**config.mk**
```make
export PLATFORM = sky130hd
export DESIGN_NAME = rtc_serial_master
export DESIGN_NICKNAME = d
export VERILOG_FILES = /design/src/rtl/rtc_pkg.sv /design/src/rtl/rtc_serial_master_tick.sv /design/src/rtl/rtc_serial_master.sv
export SDC_FILE = /design/constraint.sdc
export NUM_CORES = 1
export LEC_CHECK = 0
export ABC_AREA = 1
export CAP_MARGIN = 40
export CORE_MARGIN = 2
export CORE_UTILIZATION = 49
export DETAILED_ROUTE_END_ITERATION = 8
export PLACE_DENSITY = 0.75
export SYNTH_ARGS = -nofsm -noshare
export SYNTH_HDL_FRONTEND = slang
export SYNTH_SLANG_ARGS = --single-unit
```
**constraint.sdc**
```tcl
create_clock -name clk -period 1.4 [get_ports clk]
set_input_delay 0.35 -clock clk [delete_from_list [all_inputs] [get_ports clk]]
set_output_delay 0.35 -clock clk [all_outputs]
set_load 0.05 [all_outputs]
```
**src/rtl/rtc_pkg.sv**
```systemverilog
// Shared definitions for the PRAM/RTC serial bus master.
// Command encodings and the transaction state machine encoding.
package rtc_pkg;

    localparam logic [7:0] RTC_RD_SEC0 = 8'h81;
    localparam logic [7:0] RTC_WR_SEC0 = 8'h01;

    typedef enum logic [2:0] {
        ST_IDLE,
        ST_SETUP,
        ST_CK_HI,
        ST_CK_LO,
        ST_HOLD,
        ST_DONE,
        ST_GAP
    } rtc_state_t;

    // Read of PRAM byte a: read flag, RAM select, address, marker bit.
    function automatic logic [7:0] rtc_rd_ram(input logic [3:0] a);
        return 8'hC1 | {2'b00, a, 2'b00};
    endfunction

    // Write of PRAM byte a.
    function automatic logic [7:0] rtc_wr_ram(input logic [3:0] a);
        return 8'h41 | {2'b00, a, 2'b00};
    endfunction

endpackage

```
**src/rtl/rtc_serial_master_tick.sv**
```systemverilog
// Reloadable down-counter for the serial master.
// expire is high once the loaded count has run down to zero.
module rtc_ser_tick #(
    parameter int W = 4
) (
    input  logic         clk,
    input  logic         reset_n,
    input  logic         load,
    input  logic [W-1:0] load_val,
    output logic         expire
);

    logic [W-1:0] cnt;

    // Reload on state entry, otherwise count down and stick at zero.
    always_ff @(posedge clk or negedge reset_n) begin
        if (!reset_n) begin
            cnt <= '0;
        end else if (load) begin
            cnt <= load_val;
        end else if (cnt != '0) begin
            cnt <= cnt - W'(1);
        end
    end

    assign expire = (cnt == '0);

endmodule

```
**src/rtl/rtc_serial_master.sv**
```systemverilog
// Three-wire PRAM/RTC serial bus master: one command byte then
// one write byte or one captured read byte per request.
module rtc_serial_master
    import rtc_pkg::*;
#(
    parameter int HALF = 16,
    parameter int GAP  = 8
) (
    input  logic       clk,
    input  logic       reset_n,
    input  logic       req_valid,
    output logic       req_ready,
    input  logic [7:0] req_cmd,
    input  logic [7:0] req_wdata,
    output logic       rsp_valid,
    output logic [7:0] rsp_rdata,
    output logic       busy,
    output logic       cs_n,
    output logic       ck,
    output logic       dat_o,
    input  logic       dat_i
);

    localparam int MAXC = (HALF > GAP) ? HALF : GAP;
    localparam int CW   = $clog2(MAXC);
    localparam logic [CW-1:0] HALF_LD = CW'(HALF - 1);
    localparam logic [CW-1:0] GAP_LD  = CW'(GAP - 1);

    rtc_state_t    state;
    logic [15:0]   shreg;
    logic          rd;
    logic [3:0]    bitcnt;
    logic [7:0]    rdreg;
    logic          load;
    logic [CW-1:0] load_val;
    logic          expire;

    rtc_ser_tick #(.W(CW)) u_tick (
        .clk      (clk),
        .reset_n  (reset_n),
        .load     (load),
        .load_val (load_val),
        .expire   (expire)
    );

    // Reload the tick counter on every state change.
    always_comb begin
        load     = 1'b0;
        load_val = HALF_LD;
        unique case (state)
            ST_IDLE: load = req_valid;
            ST_DONE: begin
                load     = 1'b1;
                load_val = GAP_LD;
            end
            default: load = expire;
        endcase
    end

    // Transaction sequencer with registered bus and handshake outputs.
    always_ff @(posedge clk or negedge reset_n) begin
        if (!reset_n) begin
            state     <= ST_IDLE;
            shreg     <= '0;
            rd        <= 1'b0;
            bitcnt    <= '0;
            rdreg     <= '0;
            cs_n      <= 1'b1;
            ck        <= 1'b0;
            dat_o     <= 1'b1;
            req_ready <= 1'b1;
            rsp_valid <= 1'b0;
            rsp_rdata <= '0;
        end else begin
            rsp_valid <= 1'b0;
            unique case (state)
                ST_IDLE: begin
                    if (req_valid) begin
                        shreg     <= {req_cmd, req_wdata};
                        rd        <= req_cmd[7];
                        bitcnt    <= '0;
                        rdreg     <= '0;
                        req_ready <= 1'b0;
                        cs_n      <= 1'b0;
                        ck        <= 1'b0;
                        dat_o     <= req_cmd[7];
                        state     <= ST_SETUP;
                    end
                end
                ST_SETUP: begin
                    dat_o <= shreg[15];
                    if (expire) begin
                        ck    <= 1'b1;
                        state <= ST_CK_HI;
                    end
                end
                ST_CK_HI: begin
                    if (expire) begin
                        ck     <= 1'b0;
                        shreg  <= {shreg[14:0], 1'b1};
                        dat_o  <= (rd && bitcnt >= 4'd7) ? 1'b1 : shreg[14];
                        bitcnt <= bitcnt + 4'd1;
                        state  <= ST_CK_LO;
                    end
                end
                ST_CK_LO: begin
                    if (expire) begin
                        // bitcnt wraps to zero after the 16th bit
                        if (bitcnt == 4'd0) begin
                            state <= ST_HOLD;
                        end else begin
                            ck    <= 1'b1;
                            state <= ST_CK_HI;
                            if (rd && bitcnt[3]) begin
                                rdreg <= {rdreg[6:0], dat_i};
                            end
                        end
                    end
                end
                ST_HOLD: begin
                    if (expire) begin
                        cs_n      <= 1'b1;
                        dat_o     <= 1'b1;
                        rsp_valid <= 1'b1;
                        rsp_rdata <= rd ? rdreg : 8'h00;
                        state     <= ST_DONE;
                    end
                end
                ST_DONE: begin
                    state <= ST_GAP;
                end
                ST_GAP: begin
                    if (expire) begin
                        req_ready <= 1'b1;
                        state     <= ST_IDLE;
                    end
                end
                default: state <= ST_IDLE;
            endcase
        end
    end

    assign busy = ~req_ready;

endmodule

```
## Word level (Yosys, flattened, before mapping)

Cells that the tools add are included.
W data, S select, Z words.

| storage, ports and cells | value |
|---|---|
| output and inout bits | 14 |
| word-level logic and storage cells | 90 |
| bits of input ports | 20 |
| bits in registers | 49 |

| operators by class | value |
|---|---|
| reductions and logical operators | 22 |
| add/sub/neg operators | 2 |
| bitwise gates (word level) | 1 |
| eq/ne operators | 14 |
| muxes and demuxes | 38 |
| $lt $le $gt $ge | 1 |

Operators by type and width:

| kind | number |
|---|---|
| $mux W8 | 5 |
| $mux W16 | 2 |
| $pmux W16 S2 | 1 |
| $mux W3 | 7 |
| $pmux W3 S7 | 1 |
| $mux W4 | 5 |
| $ne A2 B2 Y1 const B | 8 |
| $pmux W8 S2 | 1 |
| $reduce_and A6 Y1 | 2 |
| $reduce_bool A4 Y1 | 3 |
| $mux W1 | 10 |
| $reduce_bool A2 Y1 | 5 |
| $eq A3 B3 Y1 const B | 3 |
| $reduce_and A3 Y1 | 3 |
| $logic_not A4 Y1 | 2 |
| $pmux W1 S4 | 2 |
| $pmux W4 S2 | 1 |
| $eq A3 B2 Y1 const B | 2 |
| $pmux W1 S2 | 3 |
| $reduce_and A5 Y1 | 1 |
| $add A4 B1 Y4 const B | 1 |
| $ge A4 B3 Y1 const B | 1 |
| $reduce_and A2 Y1 | 2 |
| $reduce_and A4 Y1 | 1 |
| other kinds (5) | 6 |

## Depth between registers and ports, before layout

Gate-level depths: netlist (run 1).

| depth | value |
|---|---|
| depth in word-level cells | 5 |
| mapped depth | 10 |
| depth with buffers taken out | 9 |

## Cells and area by module

A second synthesis (run 1) with hierarchy kept.

| unflattened totals | value |
|---|---|
| cells, all modules | 335 |
| area, all modules | 2622.5 sq um |

Modules (own cells, without submodules):

| module | instances | sequential area each (sq um) | area each (sq um) | cells an instance |
|---|---|---|---|---|
| rtc_serial_master | 1 | 1129.8 | 2379.8 | 301 |
| rtc_ser_tick | 1 | 100.1 | 242.7 | 34 |

## Worst setup path after synthesis (run 1)

No wires, ideal clock.

| timing path | value |
|---|---|
| path kind | register to register |
| start | reg u_tick.cnt[0] |
| end | reg state[2] |
| buffers on the path | 1 |
| period minus slack after synthesis | 1.539 ns |
| stages on the path, launching flop included | 11 |
| setup time | 0.117 ns |
| setup slack | -0.139 ns |
| required time | 1.283 ns |
| arrival | 1.422 ns |
| cell sequence | dfrtp_1 inv_1 ha_1 nand3_2 buf_2 nand2_1 nand2_1 nor2_1 nand2_1 nand2_1 nand2_1 |

| on the way | value |
|---|---|
| longest elaborated chain between the ends | 3 |
| elaborated cells on any way between the ends | 7 |
| those cells by class | eq/ne: 5; reduce/logical: 2 |

RTL lines:

| element | line | text |
|---|---|---|
| start, declared | rtc_serial_master_tick.sv:13 | `logic [W-1:0] cnt;` |
| start signal, assigned | rtc_serial_master_tick.sv:20 | `cnt <= load_val;` |
| start signal, assigned | rtc_serial_master_tick.sv:22 | `cnt <= cnt - W'(1);` |
| $logic_not A4 Y1 * | rtc_serial_master_tick.sv:26 | `assign expire = (cnt == '0);` |
| $ne A2 B2 Y1 (no line) | - |  |
| $reduce_and A6 Y1 (no line) * | - |  |
| end signal, assigned | rtc_serial_master.sv:63 | `state <= ST_IDLE;` |
| end signal, assigned | rtc_serial_master.sv:87 | `state <= ST_SETUP;` |
| end signal, assigned | rtc_serial_master.sv:94 | `state <= ST_CK_HI;` |
| end, declared | rtc_serial_master.sv:29 | `rtc_state_t state;` |

Mark *: on every way between the ends. The rest lies on a longest branch, timed or not.
A chain may end at the register's enable or synchronous reset.

## Worst setup path in the final report (run 1)

| timing path | value |
|---|---|
| start | reg state[0] |
| end | reg state[1] |

| on the way | value |
|---|---|
| longest elaborated chain between the ends | 3 |
| elaborated cells on any way between the ends | 15 |
| those cells by class | eq/ne: 12; mux: 1; reduce/logical: 2 |

RTL lines:

| element | line | text |
|---|---|---|
| $eq A3 B1 Y1 (tied with other cells) | rtc_serial_master.sv:76 | `unique case (state)` |
| $ne A2 B2 Y1 (no line) | - |  |
| $reduce_and A6 Y1 (no line) | - |  |

Several ways; a longest one is shown, not always the timed one.

==> results of run 1 <==
==> sequential cells by signal, indices dropped and copies added (netlist names) <==
name	cells
rdreg	8
rd	1
req_ready	1
rsp_valid	1
ck	1
u_tick.cnt	4
dat_o	1
state	3
shreg	16
cs_n	1
bitcnt	4
rsp_rdata	8
==> power breakdown <==
group	total [mW]	switching, mW	internal, mW
Combinational	3.59	2.19	1.39
Clock	0.911	0.501	0.411
Sequential	2.11	0.274	1.84
==> final cells by class <==
cell class	instances	area, sq um
multi-input combinational	230	1260
clock inverter	2	17.5
fill	396	1530
sequential	49	1230
inverter	39	176
tap	70	87.6
timing repair buffer	62	694
clock buffer	6	82.6
==> cells in the final DEF (no fill, tap or decap), types with 6 or more instances in the layout <==
master / instances
buf_12: 14
buf_4: 27
clkbuf_8: 6
clkdlybuf4s50_1: 18
dfrtp_1: 44
inv_1: 28
nand2_1: 103
nand2_2: 7
nand3_1: 25
nor2_1: 15
o21ai_0: 23
o21ai_1: 19
==> logic make-up (layout without fill, tap and decap cells) <==
family,count (synthesis),after routing,share of synthesized area (%)
AND/OR/NAND/NOR,169,171,29.1
AO/OA/AOI/OAI,53,53,10.7
buffers and inverters,51,109,9.24
flip-flops,49,49,48.3
adder cells (fa/ha/maj),4,4,1.97
XOR/XNOR,2,2,0.688
==> final timing paths <==
kind                           from        end  slack, ns
setup / recovery           state[0]   state[1]      -0.04
hold / removal              reset_n  shreg[10]      0.004
setup reg to reg           state[0]   state[1]      -0.04
hold reg to reg                cs_n       cs_n       0.50
max in group asynchronous   reset_n  req_ready       1.10
min in group clk               cs_n       cs_n       0.50
==> metrics by stage <==
step           instances  hold WS, ns  utilization (%)  setup WS, ns
5_1_grt              458       0.0295             69.9       -0.0836
6_report             458      0.00427             69.9       -0.0382
3_3_place_gp         440        0.356             63.1        -0.217
4_1_cts              450       0.0204             66.0       -0.0315
3_5_place_dp         440        0.360             63.1        -0.291
2_1_floorplan        328       0.0544                -       0.00591
==> metal layers <==
layer  share of wire (%)  up-vias  routed length, um
met3                 3.8        8                229
met4                 1.1        0                 66
met2                  52       45               3110
met1                  43     1090               2610
met5                   0        -                  0
li1                    -     1161                  -
==> what timing repair did <==
action	CTS	global route
pin swaps	1	11
resized for setup	11	43
setup buffers	1	7
endpoints found under the setup margin	35	48
cloned	1	1
==> worst reg2reg max path, cell delays in order, from the launching register on <==
cell      delay [ns]
dfrtp_2         0.48
buf_4           0.16
buf_4           0.13
o211ai_1        0.28
buf_4           0.18
nand3_1         0.07
nand2_1         0.08
==> results.md, run 1 <==
| Result | Value |
| --- | --- |
| Antenna Nets Post-Route | 0 |
| Number of cells on the critical path | 6 |
| Area of the die | 5790 sq um |
| Top post-synthesis cells by area | dfrtp_1, nand2_1, o21ai_0 |
| Final Power | 6.61 mW |
| Hold Path Class | in2async |
| Maximum number of pins on one net before global-route repair | 50 |
| Transition at the pin with the smallest max-transition slack | 0.331 ns |
| Final sum of negative setup slack | -0.0904 ns |
| Total placed instance area | 3200 sq um |
| Arrival @ worst endpoint | 1.68 ns |
| First-pass GRT wire length | 10.0 mm |
| Most instantiated library cell after synthesis | nand2_1 |
| Final Critical Period | 1.44 ns |
| Cell leakage power | 1.72 nW |
| Clock tree from TritonCTS | done |
| Met3 GRT Util | 4.98% |
| Library cell occupying the most area in the post-synthesis netlist | dfrtp_1 |
| Run status | finished, violations left |
| Worst path most repeated cell | buf_4 |
| Antenna cells | 0 |
| CP peak stage delay | 0.48 ns |
| Standard-cell rows | 26 |
| Number of library cell types mapped by synthesis | 27 |
| Class of the most critical setup path | reg2reg |
| Horizontal die dimension | 76.1 um |
| Area Overhead vs Synth | 39.4% |
| Pre-Repair DR Iteration Count | 4 |
| Height of the die | 76.1 um |
| Root Driver | clkbuf_8 |
| Overall Global Routing Usage | 21.2% |
| Clock skew after layout | 0.0155 ns |
| Buffers plus inverters on the worst setup path | 3 |
| Clock Tree Buf Depth | 2 |
| Per-cell routed wire length | 13.1 um |
| Number of synthesized flops with an enable pin | 0 |
| Post-Syn Nets | 352 |
| Met2 demand-to-capacity share in global routing | 37.1% |
| Peak clock frequency supported by timing | 695 MHz |
| Fin. Hold Viols | 0 |
| Async set-reset flop share out of synthesis | 100% |
| Number of buffers inserted by port buffering | 33 |
| Mapped Cells | 328 |
| Met1 track demand over resource in global routing | 26.4% |
| CTS clock-pin slew for the worst setup and hold paths | 0.10 ns |
| Proportion of netlist area held by the largest area contributor | 45.2% |
| DR vias | 2,304 |
| CP Cell Sequence | buf_4 -> buf_4 -> o211ai_1 -> buf_4 -> nand3_1 -> nand2_1 |
| Minimum setup slack in the final design | -0.0382 ns |
| Slowest cell on the critical path | dfrtp_2 |
| Number of sinks on the clock net | 49 |
| Final Slew Violations | 0 |
| Commonest cells in the netlist | nand2_1, dfrtp_1, inv_1, o21ai_0, nand3_1 |
| Maximum capacitance violations | 0 |
| Top-level I/O count | 34 |
| Hold Buf Count CTS | 0 |
| Yosys warning total | 0 |
| Wire length after detailed routing | 6.02 mm |
| # DRC | 0 |
| Proportion of synthesized chip area in sequential cells | 48.3% |
| Clock insertion delay at the later pin of the skew report | 0.31 ns |
| GRT Residual Overflow | 0 |
| Slew headroom | 77.9% |
| Number of antenna violations at the first check in global routing | 0 |
| Total power density per cell area | 1860 nW/um^2 |
| Floorplan Core Area | 5070 sq um |
| Iteration-0 DRC Markers | 198 |
| R2r worst-path depth | 6 |
| Vias in the first global route | 2,226 |
| Post-detailed-route via-to-cell ratio | 5.03 |
| Maximum ir drop on the vdd rail | 0.00111 V |
| Critical path fanouts, max | 5 |
| Failing checks | negative setup slack |
| Required time worst endpoint | 1.65 ns |
| Final setup vio count | 4 |
| Initial core utilization | 50.2% |
| Post-DP HPWL | 3.94 mm |
| Number of nets in the finished design | 411 |
| H-tree levels | 2 |
| Cell type group with the largest total delay on the critical path | flip-flops |
| RSZ-0062 raised after global routing | yes |
| Flip-flop and latch count after synthesis | 49 |
| Area of the mapped netlist | 2550 sq um |
| Prevailing post-synth register cell | dfrtp_1 |
| Number of buffers created by CTS | 5 |
| Cell area after layout | 3550 sq um |
| Fraction of layout cells with a size suffix above 1 | 26.0% |
| Mean instance size in the synthesized netlist | 7.76 sq um |
| Kind of end point of the critical path | register |
| Period Utilization, post-route | 103% |
| Routability Congestion | 0.858 |
| Most congested layer reported by global routing | met2 |
| Sort of element at the start of the critical path | register |
Power figures use the tool's default switching activity.
==> inputs of run 2 (changes only) <==
Settings changed: CORE_UTILIZATION 49 to 59, PLACE_DENSITY 0.75 to 0.85.
Clock period 1.4 ns to 1.8 ns, I/O delays scaled along.
==> run 2 against run 1 <==
Compared with the run above: the flow now finishes without violations; global-route usage up 3.1 points; clock skew down 0.010 ns; clock-buffer cell count up 1; non-clock buffer count fell by 16; maximum frequency down 11%; largest cell class is now sequential cells.
==> results.md, run 2 (synthesis results as in run 1) <==
| Result | Value | Delta |
| --- | --- | --- |
| Final setup vio count | 0 | -4 |
| Maximum capacitance violations | 0 | unchanged |
| Wire length after detailed routing | 5.38 mm | -11% |
| Run status | complete, no violations |  |
| CTS clock-pin slew for the worst setup and hold paths | 0.08 ns | -0.02 ns |
| Clock skew after layout | 0.00512 ns | -0.0104 ns |
| Fin. Hold Viols | 0 | unchanged |
| Area Overhead vs Synth | 21.1% |  |
| CP Cell Sequence | inv_2 -> nand3_4 -> inv_2 -> nand2_2 -> nand3_4 -> clkinv_2 -> buf_12 -> nand2_1 -> o21ai_1 |  |
| Total power density per cell area | 1460 nW/um^2 | -22% |
| Number of nets in the finished design | 393 | -4.4% |
| Transition at the pin with the smallest max-transition slack | 0.418 ns | +0.0865 ns |
| Launch instance of the worst register-to-register path | state[0] |  |
| Largest register by flop count | shreg |  |
| Largest regs | shreg (16), rdreg (8), rsp_rdata (8) |  |
| H-tree levels | 2 | unchanged |
| Flip-flop count of the largest register, all copies and words added | 16 | unchanged |
| Top-level I/O count | 34 | unchanged |
| Fraction of layout cells with a size suffix above 1 | 15.1% | -11 points |
| Most common cell after layout, fill and taps aside | nand2_1 |  |
| # DRC | 0 | unchanged |
| Vias in the first global route | 2,200 | -1.2% |
| Cell area after layout | 3080 sq um | -13% |
| Hold Path Class | in2async |  |
| Number of buffers inserted by port buffering | 33 | unchanged |
| Kind of end point of the critical path | register |  |
| Number of antenna violations at the first check in global routing | 0 | unchanged |
| Area of the die | 4860 sq um | -16% |
| DR vias | 2,179 | -5.4% |
| Class of the most critical setup path | reg2reg |  |
| Most frequent cells in the layout | nand2_1, dfrtp_1, inv_1 |  |
| Period Utilization, post-route | 90.2% | -12 points |
| CP peak stage delay | 0.51 ns | +0.03 ns |
| Floorplan Core Area | 4090 sq um | -19% |
| Overall Global Routing Usage | 24.4% | +3.1 points |
| Routability Congestion | 0.866 | +1.0% |
| GRT Residual Overflow | 0 | unchanged |
| Number of buffers created by CTS | 5 | unchanged |
| R2r worst-path depth | 9 | +3 |
| Total placed instance area | 2970 sq um | -7.2% |
| FF-to-FF End | bitcnt[2] |  |
| Reg2reg setup slack | 0.18 ns | +0.21 ns |
| Clock Tree Buf Depth | 2 | unchanged |
| Final sum of negative setup slack | 0 ns | +0.0904 ns |
| Final Critical Period | 1.62 ns | +0.186 ns |
| Final Slew Violations | 0 | unchanged |
| Height of the die | 69.7 um | -8.4% |
| Iteration-0 DRC Markers | 199 | +0.51% |
| Required time worst endpoint | 1.99 ns | +0.34 ns |
| Maximum number of pins on one net before global-route repair | 32 | -36% |
| Total of fill cells in the finished design | 304 | -23% |
| Root Driver | clkbuf_8 |  |
| Antenna Nets Post-Route | 0 | unchanged |
| Hold Buf Count CTS | 0 | unchanged |
| Post-DP HPWL | 3.88 mm | -1.6% |
| RSZ-0062 raised after global routing | no |  |
| Pre-Repair DR Iteration Count | 5 | +1 |
| Clock tree from TritonCTS | done |  |
| Number of sinks on the clock net | 49 | unchanged |
| Arrival @ worst endpoint | 1.81 ns | +0.13 ns |
| Horizontal die dimension | 69.7 um | -8.4% |
| Clock insertion delay at the later pin of the skew report | 0.30 ns | about the same |
| Critical path fanouts, max | 31 | +26 |
| Sort of element at the start of the critical path | register |  |
| Setup repair bufs after CTS | 0 | -1 |
| # resized after CTS | 0 | -11 |
| Peak clock frequency supported by timing | 616 MHz | -11% |
| Slew headroom | 72.1% | -5.8 points |
| Slowest cell on the critical path | dfrtp_1 |  |
| Standard-cell rows | 23 | -12% |
| Maximum ir drop on the vdd rail | 0.000833 V | -25% |
| Antenna cells | 0 | unchanged |
| Per-cell routed wire length | 12.8 um | -2.5% |
| Cell leakage power | 1.58 nW | -7.8% |
| Initial core utilization | 62.3% | +12 points |
| Post-detailed-route via-to-cell ratio | 5.19 | +3.1% |
| First-pass GRT wire length | 9.63 mm | -4.1% |
-- run 2: cell types whose count changed in the layout (fill, tap and decap cells not counted), moves of 5 or more --
cell     change
nand2_1      +9
o21ai_1      -5
buf_4        -5
inv_1        +6
buf_12       -9
o21ai_0      +9
-- run 2: per-layer routing --
metal | vias up | wire (um) | global-route usage [%]
met5 | - | 0 | 0
met4 | 0 | 66 | 6.84
met3 | 6 | 195 | 4.94
met2 | 42 | 2750 | 42.1
met1 | 1014 | 2370 | 31.1
li1 | 1117 | - | -
-- run 2: worst max-delay path: cells and delay by family, from the launching register on --
kind	cells	cell delay [ns]
simple gates	4	0.39
flops	1	0.51
compound gates	1	0.07
buf+inv	4	0.53
-- run 2: stage by stage --
stage          hold WS, ns  setup WS (ns)  std cells  power, mW  utilization, %
2_1_floorplan        0.154          0.261        328       3.27               -
3_3_place_gp         0.397         0.0728        412       3.68            72.7
3_5_place_dp         0.410         0.0162        412       3.79            72.7
4_1_cts             0.0813         0.0887        420       4.49            75.2
5_1_grt             0.0874         0.0330        420       4.88            75.4
6_report            0.0743          0.176        420       4.51            75.4
-- run 2: how the worst max path moves through the flow --
| stage | endpoint | from | depth (start not counted) |
|---|---|---|---|
| after floorplan | state[2] | u_tick.cnt[0] | 10 |
| after global placement | rdreg[7] | req_valid | 8 |
| after detailed placement | state[1] | req_valid | 8 |
| after CTS | state[1] | u_tick.cnt[1] | 9 |
| after global routing | rdreg[1] | u_tick.cnt[1] | 9 |
| final | bitcnt[2] | state[0] | 9 |
-- run 2: power by group --
part           switching, mW  internal [mW]  leakage, nW
Clock                  0.352          0.348       0.0542
Combinational           1.39          0.791        0.901
Sequential             0.198           1.42        0.626
-- run 2: area by class of cell --
| cell class | count | area (sq um) | area share (%) |
|---|---|---|---|
| clock buffers | 7 | 96.3 | 3.12 |
| flip-flops and latches | 49 | 1230 | 39.9 |
| well taps | 50 | 62.6 | 2.03 |
| inverters | 39 | 148 | 4.79 |
| multi-input cells | 228 | 1090 | 35.4 |
| clock inverters | 1 | 5.00 | 0.162 |
| repair buffers | 46 | 450 | 14.6 |
==> inputs of run 3 (changes only) <==
Settings changed: SLEW_MARGIN set to 15.
==> results of run 3 <==
Same layout as run 2: the final DEF is identical, and so are final timing and power.
